===== src/rtl/core_result_uart_pkg.sv =====
// core_result_uart_pkg
// Shared definitions for the result UART: state encodings for the frame
// sequencer and the bit serializer, plus the frame header and length.
// No ports.

package core_result_uart_pkg;

   // Serializer states; LOAD is the sequencer's pop step and is kept in this
   // enum so that the whole transmit flow shares one encoding.
   typedef enum logic [2:0] {
      IDLE  = 3'd0,
      LOAD  = 3'd1,
      START = 3'd2,
      DATA  = 3'd3,
      STOP  = 3'd4
   } state_t;

   // Frame sequencer states (parent side of IDLE/LOAD/START..STOP).
   typedef enum logic [1:0] {
      SEQ_IDLE = 2'd0,
      SEQ_LOAD = 2'd1,
      SEQ_SEND = 2'd2
   } seq_t;

   localparam logic [7:0] FRAME_HEADER = 8'hA0;
   localparam int         FRAME_LEN    = 5;

   function automatic logic [7:0] header_byte(input logic [1:0] channel);
      return FRAME_HEADER | {6'd0, channel};
   endfunction

endpackage


===== src/rtl/core_result_uart_tx.sv =====
// uart_tx_byte
// 8N1 bit serializer: one start bit, 8 data bits LSB first, one stop bit,
// each CLKS_PER_BIT clocks long. A start request on the last stop-bit cycle
// chains straight into the next start bit, so bytes go out back-to-back.
// Ports:
//   clock, reset  rising-edge clock, synchronous active-high reset
//   byte_in       byte to send, captured when start is accepted
//   start         request; accepted in IDLE or on the cycle done is high
//   tx            registered serial output, idle high
//   done          high on the final cycle of the stop bit
//
// state | meaning
// IDLE  | line idle high, waiting for start
// START | start bit (tx=0)
// DATA  | data bits, LSB first
// STOP  | stop bit (tx=1); done on its last cycle

module uart_tx_byte
   import core_result_uart_pkg::*;
#(
   parameter int CLKS_PER_BIT = 16
) (
   input  logic       clock,
   input  logic       reset,
   input  logic [7:0] byte_in,
   input  logic       start,
   output logic       tx,
   output logic       done
);

   localparam int               CNT_W    = $clog2(CLKS_PER_BIT);
   localparam logic [CNT_W-1:0] LAST_CNT = CNT_W'(CLKS_PER_BIT - 1);

   state_t           state;
   state_t           state_next;
   logic [CNT_W-1:0] bit_cnt;
   logic [2:0]       bit_idx;
   logic [7:0]       shreg;
   logic [7:0]       shreg_next;
   logic             tx_next;
   logic             tx_r;
   logic             bit_end;
   logic             accept;

   assign bit_end = (bit_cnt == LAST_CNT);
   assign done    = (state == STOP) && bit_end;
   assign accept  = start && ((state == IDLE) || done);
   assign tx      = tx_r;

   always_ff @(posedge clock) begin
      if (reset) begin
         state <= IDLE;
      end else begin
         state <= state_next;
      end
   end

   always_comb begin
      state_next = state;
      case (state)
         IDLE:    if (start) state_next = START;
         START:   if (bit_end) state_next = DATA;
         DATA:    if (bit_end && (bit_idx == 3'd7)) state_next = STOP;
         STOP:    if (bit_end) state_next = start ? START : IDLE;
         default: state_next = IDLE;
      endcase
   end

   // tx is registered from the next state so the line never glitches.
   always_comb begin
      shreg_next = shreg;
      if (accept) begin
         shreg_next = byte_in;
      end else if ((state == DATA) && bit_end) begin
         shreg_next = {1'b0, shreg[7:1]};
      end
      case (state_next)
         START:   tx_next = 1'b0;
         DATA:    tx_next = shreg_next[0];
         default: tx_next = 1'b1;
      endcase
   end

   always_ff @(posedge clock) begin
      if (reset) begin
         bit_cnt <= '0;
         bit_idx <= '0;
         shreg   <= '0;
         tx_r    <= 1'b1;
      end else begin
         shreg <= shreg_next;
         tx_r  <= tx_next;
         if ((state == IDLE) || bit_end) begin
            bit_cnt <= '0;
         end else begin
            bit_cnt <= bit_cnt + CNT_W'(1);
         end
         if (state == START) begin
            bit_idx <= '0;
         end else if ((state == DATA) && bit_end) begin
            bit_idx <= bit_idx + 3'd1;
         end
      end
   end

endmodule


===== src/rtl/core_result_uart.sv =====
// core_result_uart
// Queues {channel, data} result words from the core in a small FIFO and
// sends each one as a 5-byte UART frame: header (A0|channel) then the data
// word MSB byte first. Words arriving with the FIFO full are dropped and
// counted; the core never sees backpressure.
// Ports:
//   clock, reset    rising-edge clock, synchronous active-high reset
//   in_channel      2-bit channel tag of the pushed word
//   in_data         result word
//   in_valid        one-cycle push strobe
//   overflow_clear  clears the sticky overflow flag
//   tx              UART 8N1 output, idle high
//   busy            frame in flight or words queued
//   fifo_count      FIFO occupancy, 0..FIFO_DEPTH
//   overflow        sticky drop flag
//   dropped_count   saturating drop counter
//
// state    | meaning
// SEQ_IDLE | nothing in flight; move to LOAD when the FIFO holds a word
// SEQ_LOAD | pop head, start the header byte
// SEQ_SEND | serializer running; chain bytes 1..4, back to IDLE after last

module core_result_uart
   import core_result_uart_pkg::*;
#(
   parameter int CLKS_PER_BIT = 16,
   parameter int FIFO_DEPTH   = 16,
   parameter int DATA_WIDTH   = 32
) (
   input  logic                          clock,
   input  logic                          reset,
   input  logic [1:0]                    in_channel,
   input  logic [DATA_WIDTH-1:0]         in_data,
   input  logic                          in_valid,
   input  logic                          overflow_clear,
   output logic                          tx,
   output logic                          busy,
   output logic [$clog2(FIFO_DEPTH):0]   fifo_count,
   output logic                          overflow,
   output logic [15:0]                   dropped_count
);

   localparam int               PTR_W      = $clog2(FIFO_DEPTH);
   localparam int               CNT_W      = PTR_W + 1;
   localparam int               WORD_W     = DATA_WIDTH + 2;
   localparam logic [CNT_W-1:0] FULL_COUNT = CNT_W'(FIFO_DEPTH);
   localparam logic [2:0]       LAST_IDX   = 3'(FRAME_LEN - 1);

   logic [WORD_W-1:0]     mem [FIFO_DEPTH];
   logic [PTR_W-1:0]      wr_ptr;
   logic [PTR_W-1:0]      rd_ptr;
   logic [CNT_W-1:0]      count;
   logic [WORD_W-1:0]     head;
   logic                  fifo_full;
   logic                  fifo_empty;
   logic                  push;
   logic                  pop;
   logic                  drop;

   seq_t                  seq_state;
   seq_t                  seq_next;
   logic [DATA_WIDTH-1:0] frame_data;
   logic [2:0]            byte_idx;
   logic [2:0]            next_idx;
   logic                  byte_start;
   logic                  byte_done;
   logic [7:0]            byte_in;

   assign fifo_full  = (count == FULL_COUNT);
   assign fifo_empty = (count == '0);
   assign head       = mem[rd_ptr];
   // A pop in the same cycle frees the slot, so a full FIFO still accepts.
   assign drop       = in_valid && fifo_full && !pop;
   assign push       = in_valid && !drop;
   assign next_idx   = byte_idx + 3'd1;

   assign fifo_count = count;
   assign busy       = (seq_state != SEQ_IDLE) | (count != '0);

   always_ff @(posedge clock) begin
      if (!reset && push) begin
         mem[wr_ptr] <= {in_channel, in_data};
      end
   end

   always_ff @(posedge clock) begin
      if (reset) begin
         wr_ptr <= '0;
         rd_ptr <= '0;
         count  <= '0;
      end else begin
         if (push) wr_ptr <= wr_ptr + PTR_W'(1);
         if (pop)  rd_ptr <= rd_ptr + PTR_W'(1);
         case ({push, pop})
            2'b10:   count <= count + CNT_W'(1);
            2'b01:   count <= count - CNT_W'(1);
            default: count <= count;
         endcase
      end
   end

   always_ff @(posedge clock) begin
      if (reset) begin
         overflow      <= 1'b0;
         dropped_count <= '0;
      end else begin
         if (drop) begin
            overflow <= 1'b1;
            if (dropped_count != 16'hFFFF) dropped_count <= dropped_count + 16'd1;
         end else if (overflow_clear) begin
            overflow <= 1'b0;
         end
      end
   end

   always_ff @(posedge clock) begin
      if (reset) begin
         seq_state <= SEQ_IDLE;
      end else begin
         seq_state <= seq_next;
      end
   end

   always_comb begin
      seq_next = seq_state;
      case (seq_state)
         SEQ_IDLE: if (!fifo_empty) seq_next = SEQ_LOAD;
         SEQ_LOAD: seq_next = SEQ_SEND;
         SEQ_SEND: if (byte_done && (byte_idx == LAST_IDX)) seq_next = SEQ_IDLE;
         default:  seq_next = SEQ_IDLE;
      endcase
   end

   // The header goes straight from the FIFO head so the start bit begins on
   // the pop edge; later bytes come from the captured frame word.
   always_comb begin
      pop        = 1'b0;
      byte_start = 1'b0;
      byte_in    = header_byte(head[WORD_W-1 -: 2]);
      case (seq_state)
         SEQ_LOAD: begin
            pop        = 1'b1;
            byte_start = 1'b1;
         end
         SEQ_SEND: begin
            if (byte_done && (byte_idx != LAST_IDX)) begin
               byte_start = 1'b1;
               case (next_idx)
                  3'd1:    byte_in = frame_data[31:24];
                  3'd2:    byte_in = frame_data[23:16];
                  3'd3:    byte_in = frame_data[15:8];
                  default: byte_in = frame_data[7:0];
               endcase
            end
         end
         default: ;
      endcase
   end

   always_ff @(posedge clock) begin
      if (reset) begin
         frame_data <= '0;
         byte_idx   <= '0;
      end else if (pop) begin
         frame_data <= head[DATA_WIDTH-1:0];
         byte_idx   <= '0;
      end else if (byte_start) begin
         byte_idx <= next_idx;
      end
   end

   uart_tx_byte #(
      .CLKS_PER_BIT (CLKS_PER_BIT)
   ) u_tx_byte (
      .clock   (clock),
      .reset   (reset),
      .byte_in (byte_in),
      .start   (byte_start),
      .tx      (tx),
      .done    (byte_done)
   );

endmodule


===== config.mk =====
export PLATFORM = sky130hd
export DESIGN_NAME = core_result_uart
export DESIGN_NICKNAME = d
export VERILOG_FILES = /design/src/rtl/core_result_uart_pkg.sv /design/src/rtl/core_result_uart_tx.sv /design/src/rtl/core_result_uart.sv
export SDC_FILE = /design/constraint.sdc
export NUM_CORES = 1
export LEC_CHECK = 0
export CAP_MARGIN = 10
export CORE_MARGIN = 2
export CORE_UTILIZATION = 64
export CTS_BUF_LIST = sky130_fd_sc_hd__clkbuf_4
export CTS_CLUSTER_DIAMETER = 200
export CTS_CLUSTER_SIZE = 14
export DETAILED_ROUTE_END_ITERATION = 8
export PLACE_DENSITY = 0.85
export SYNTH_ARGS = -nofsm -noshare
export SYNTH_HDL_FRONTEND = slang
export SYNTH_SLANG_ARGS = --single-unit

===== constraint.sdc =====
create_clock -name clock -period 4.26 [get_ports clock]
set_clock_uncertainty 0.2 [all_clocks]
set_input_delay 0.852 -clock clock [delete_from_list [all_inputs] [get_ports clock]]
set_output_delay 0.852 -clock clock [all_outputs]
set_load 0.02 [all_outputs]

; ---- After elaboration in Yosys (flattened, before gate mapping)
; Memories as Yosys holds them, arrays and structs flattened. A register that Yosys moved wholly into a read port is not among the register bits.
; Cells that the tools add are included.
; W data, S select, Z words.
[word_totals]
n_memories = 1
ram_bits = 544
wordCells = 97
ff_bits = 86
[classes]
n_reduce_logical = 28
add_sub_neg = 8
bitwise = 1
n_eq_ne = 20
muxes = 25
[memory_table]
columns = memory, depth, word_bits, read_ports, rd_clocked_by_memory_dff, wr, line
row1 = mem, 16, 34, 1, 1, 1, core_result_uart.sv:49  ; logic [WORD_W-1:0] mem [FIFO_DEPTH];
[ops]
columns = operator, n
row1 = $mux W8, 4
row2 = $pmux W8 S3, 1
row3 = $eq A3 B2 Y1 const B, 6
row4 = $add A16 B1 Y16 const B, 1
row5 = $ne A16 B16 Y1 const B, 1
row6 = $add A4 B1 Y4 const B, 3
row7 = $mux W3, 4
row8 = $pmux W3 S4, 1
row9 = $logic_and A1 B1 Y1, 10
row10 = $pmux W5 S2, 1
row11 = $eq A3 B3 Y1 const B, 3
row12 = $mux W4, 2
row13 = $reduce_bool A2 Y1, 4
row14 = $add A3 B1 Y3 const B, 2
row15 = $mux W1, 6
row16 = $mux W2, 3
row17 = $pmux W2 S3, 1
row18 = $reduce_or A2 Y1, 3
row19 = $add A5 B1 Y5 const B, 1
row20 = $eq A5 B5 Y1 const B, 1
row21 = $logic_not A5 Y1, 1
row22 = $reduce_bool A5 Y1, 1
row23 = $sub A5 B1 Y5 const B, 1
row24 = $eq A2 B1 Y1 const B, 2
row25 = 12 further kinds, 19

; ---- Longest topological paths before layout
[logic_depth]
ltp_word = 10
ltp_mapped = 10
ltp_nobuf = 10

; ---- By module
; From an unflattened synthesis, not the netlist that was laid out.
[hier_totals]
cells_unflattened = 1551
area_unflattened_um2 = 24974.0
[modules_own_cells]
columns = module, instances, cells_each, area_per_inst_um2
row1 = core_result_uart, 1, 1462, 24098.1
row2 = uart_tx_byte, 1, 89, 875.8

; ---- Worst setup path before layout
; OpenSTA, ideal clock, no wires.
[synth_timing]
path_kind = input -> register
start = input in_valid
end = memory mem[3][0] (netlist bit), enable pin
required_ns = 3.635
cell_stages = 4
setup_time_ns = 0.425
setup_slack_ns = 0.610
t_arrival_ns = 3.025
path_buffers = 0
path_cell_list = inv_1 -> a31oi_1 -> nand2_1 -> nor2_1
[synth_via]
elab_chain_cells = 7
[synth_rtl]
columns = item, line
row1 = start: declaration, core_result_uart.sv:34  ; input logic in_valid,
row2 = $logic_and A1 B1 Y1 (2 in a row), core_result_uart.sv:73  ; assign drop = in_valid && fifo_full && !pop;
row3 = $logic_not A1 Y1, core_result_uart.sv:74  ; assign push = in_valid && !drop;
row4 = $logic_and A1 B1 Y1 *, core_result_uart.sv:74
row5 = $logic_and A1 B1 Y1 *, core_result_uart.sv:81  ; if (!reset && push) begin
row6 = $mux W1 *, core_result_uart.sv:81
row7 = $mux W1 (not written as such) *, core_result_uart.sv:82  ; mem[wr_ptr] <= {in_channel, in_data};
row8 = end: declaration, core_result_uart.sv:49
; Every way passes the cells marked *; elsewhere a longest branch is shown, timed or not.

; ---- Worst setup path after layout
[layout_timing]
start = register count[0], in the netlist fifo_count[0]
end = output busy
[layout_via]
elab_chain_cells = 2
[layout_rtl]
columns = item, line
row1 = start: declaration, core_result_uart.sv:52  ; logic [CNT_W-1:0] count;
row2 = start signal: assignment, core_result_uart.sv:95  ; 2'b10: count <= count + CNT_W'(1);
row3 = start signal: assignment, core_result_uart.sv:96  ; 2'b01: count <= count - CNT_W'(1);
row4 = start signal: assignment, core_result_uart.sv:97  ; default: count <= count;
row5 = $reduce_bool A5 Y1, core_result_uart.sv:78  ; assign busy = (seq_state != SEQ_IDLE) | (count != '0);
row6 = $or A1 B1 Y1, core_result_uart.sv:78
row7 = end: declaration, core_result_uart.sv:37  ; output logic busy,
; No other way between the ends.

==> flow_summary.yaml <==
sta:
  fin_setup_tns_ns: 0
  setup_violations: 0
  finalHoldViolations: 0
  period_share_pct: 83.12
  setup_slack_ns: 0.7191
  finalCriticalPeriod_ns: 3.541
  drv_slew: 0
  slew_headroom_pct: 19.71
  worst_pin_slew_ns: 1.204
  rsz0062_at_grt: "no"
  fmax_mhz: 282.4
clocking:
  cts.sinks: 634
  cts_resized: 0
  numCtsBuffers: 51
  clock_latency_ns: 0.89
  cts-root-buf: "clkbuf_4"
  htree_levels: 2
  clock_path_buffers: 3
  path_clk_slew_ns: 0.14
  postCtsHoldBufs: 0
  cts_setup_buffers: 0
  cts_tree: "done"
setup_path:
  cp.arrival_ns: 2.49
  criticalPathCategory: "flip-flop to primary output"
  critical-path-top-delay-family: "simple AND/OR/NAND/NOR gates"
  cp_max_fo: 8
  critical_path.reg2reg.startpoint: "seq_state[1]"
  rr_endpoint: "mem[0][17]"
  cp.depth: 3
  critical-path-max-stage-delay_ns: 0.57
  crit_required_ns: 3.21
  path_buf_inv: 1
  crit_start: "fifo_count[0]"
  rr_worst_depth: 9
  start_kind: "flip-flop"
  r2r_slack_ns: 0.73
  slowest_stage: "clkdlybuf4s50_1"
  path_cells: "nor4_4 -> nand2_1 -> clkdlybuf4s50_1"
  critPathCaptureType: "primary output"
  crit_end: "busy"
placed_design:
  pre_cts_ws_ns: 0.8051
  dp.final_hpwl_mm: 33.20
  numPortBuffers: 61
  gp_congestion: 0.8101
  place_inst: 1796
die:
  rows: 71
  io_pins: 62
  dieArea_mm2: 0.04012
  dieHeight_um: 200.3
  dieWidth_um: 200.3
  start_util_pct: 65.16
  core-area_mm2: 0.03784
synth:
  syn-instance-count: 1269
  synth-seq-cells: 634
  synth_edf_count: 544
  yosysSeqAreaShare_pct: 73.55
  synth_warnings: 0
  synth_top_area_share_pct: 66.25
  synthFlopType: "edfxtp_1"
  yosysTopAreaCell: "edfxtp_1"
  avgSynthCellArea_um2: 19.43
  synth-async-reset-ratio_pct: 0
  syn-num-nets: 1329
  syn_area_mm2: 0.02466
  synthTopCellsByArea: "edfxtp_1, mux4_2, dfxtp_1"
  synth.distinct_cells: 56
detailed_routing:
  drt-total-wl_mm: 52.73
  dr.pass1.iters: 8
  routed_via_density: 6.729
  drc: 0
  ant_nets: 0
  drt_iter0_drc: 1665
  via_count: 12610
  wire_per_inst_um: 28.14
finish:
  drive_above_1_share_pct: 22.92
  synthToLayoutAreaGrowth_pct: 8.194
  nets: 1398
  finalNonFillerCells: 1874
  final_cell_mix: "edfxtp_1, mux4_2, dfxtp_1, clkbuf_4, clkdlybuf4s50_1"
  final_common_cell: "edfxtp_1"
global_route:
  grt_overflow_total: 0
  grt_pass1_vias: 12750
  grt_pass1_wl_mm: 80.83
  grt_max_degree: 85
  antenna_found_initial: 4
  grt_util_all_layers_pct: 27.12
hold_path:
  hold_path_class: "flip-flop to flip-flop"
power_and_ir_drop:
  p_per_area_mw_per_mm2: 475.8
  p_leak_uw: 0.008241
  irDropWorstVdd_mv: 0.3099
job:
  drv_cap: 0
outcome:
  outcome: "finished, final reports clean"
how the worst min path moves through the flow:
stage	cells after the start	startpoint	slack [ns]	endpoint
after floorplan	1	u_tx_byte.bit_cnt[0]	0.22	u_tx_byte.bit_cnt[0]
after CTS	1	u_tx_byte.bit_cnt[0]	0.26	u_tx_byte.bit_cnt[0]
after detailed placement	1	u_tx_byte.bit_cnt[0]	0.24	u_tx_byte.bit_cnt[0]
final	1	u_tx_byte.bit_cnt[0]	0.26	u_tx_byte.bit_cnt[0]
after global routing	1	u_tx_byte.bit_cnt[0]	0.29	u_tx_byte.bit_cnt[0]
after global placement	1	u_tx_byte.bit_cnt[0]	0.23	u_tx_byte.bit_cnt[0]
state kept, by name, indices dropped and copies added, names as in the netlist, 4 cells and up, named ones only:
| signal | flops |
|---|---|
| wr_ptr | 4 |
| rd_ptr | 4 |
| dropped_count | 16 |
| fifo_count | 5 |
| frame_data | 32 |
| mem | 544 |
| u_tx_byte.shreg | 8 |
| u_tx_byte.bit_cnt | 4 |
cell type report:
type | instances | area [µm²]
diodes | 6 | 15.01
clock buffers | 68 | 510.5
clock inverters | 4 | 78.83
fillers | 2209 | 11160
inverters | 16 | 60.06
multi-input cells | 544 | 6225
flip-flops and latches | 634 | 18140
well taps | 511 | 639.4
repair buffers | 91 | 1006
routing by layer:
| metal | global-route usage, % | share of wire, % | wire length, µm | vias to the layer above |
|---|---|---|---|---|
| met4 | 7.566 | 2.5 | 1311 | 0 |
| met5 | 0 | 0 | 0 | - |
| li1 | - | - | - | 5315 |
| met3 | 4.540 | 9.3 | 4912 | 99 |
| met2 | 43.35 | 49 | 26010 | 714 |
| met1 | 39.63 | 39 | 20490 | 6483 |
power breakdown:
| group | internal [µW] | switching, µW |
|---|---|---|
| registers | 6950 | 215 |
| clock network | 852 | 1770 |
| logic | 1400 | 1500 |
| total | 9200 | 3490 |
per-stage QoR:
step / area, µm² / utilization, % / hold WS (ns) / total power [µW]
6_report: 26680 / 70.50 / 0.2562 / 12690
5_1_grt: 26670 / 70.48 / 0.2890 / 13200
4_1_cts: 26660 / 70.46 / 0.2637 / 12770
3_5_place_dp: 26080 / 68.90 / 0.2377 / 10230
3_3_place_gp: 26080 / 68.90 / 0.2340 / 10120
2_1_floorplan: 24660 / - / 0.2175 / 9384
synthesized netlist by cell type, drive strengths merged, types with 3 or more instances:
cell / n
edfxtp: 544
mux4: 138
dfxtp: 90
nor2: 65
nand2: 56
buf: 43
a22o: 33
a221oi: 32
clkbuf: 32
o22ai: 32
a21oi: 22
ha: 21
xnor2: 19
nand3: 18
inv: 15
nor3: 10
nor2b: 9
a222oi: 8
nand4: 8
xor2: 8
mux2i: 7
and3: 6
nor4: 5
mux2: 4
o2bb2ai: 4
a211o: 3
a211oi: 3
a21o: 3
a31oi: 3
and2: 3
nor4b: 3
logic make-up after synthesis:
logic type,Yosys count,synth area share (%)
compound gates,155,5.607
xor+xnor,27,0.9895
fa+ha+maj,22,1.147
buf+inv,91,1.786
flops,634,73.55
mux,149,13.07
simple gates,191,3.846
Power figures use the tool's default switching activity.
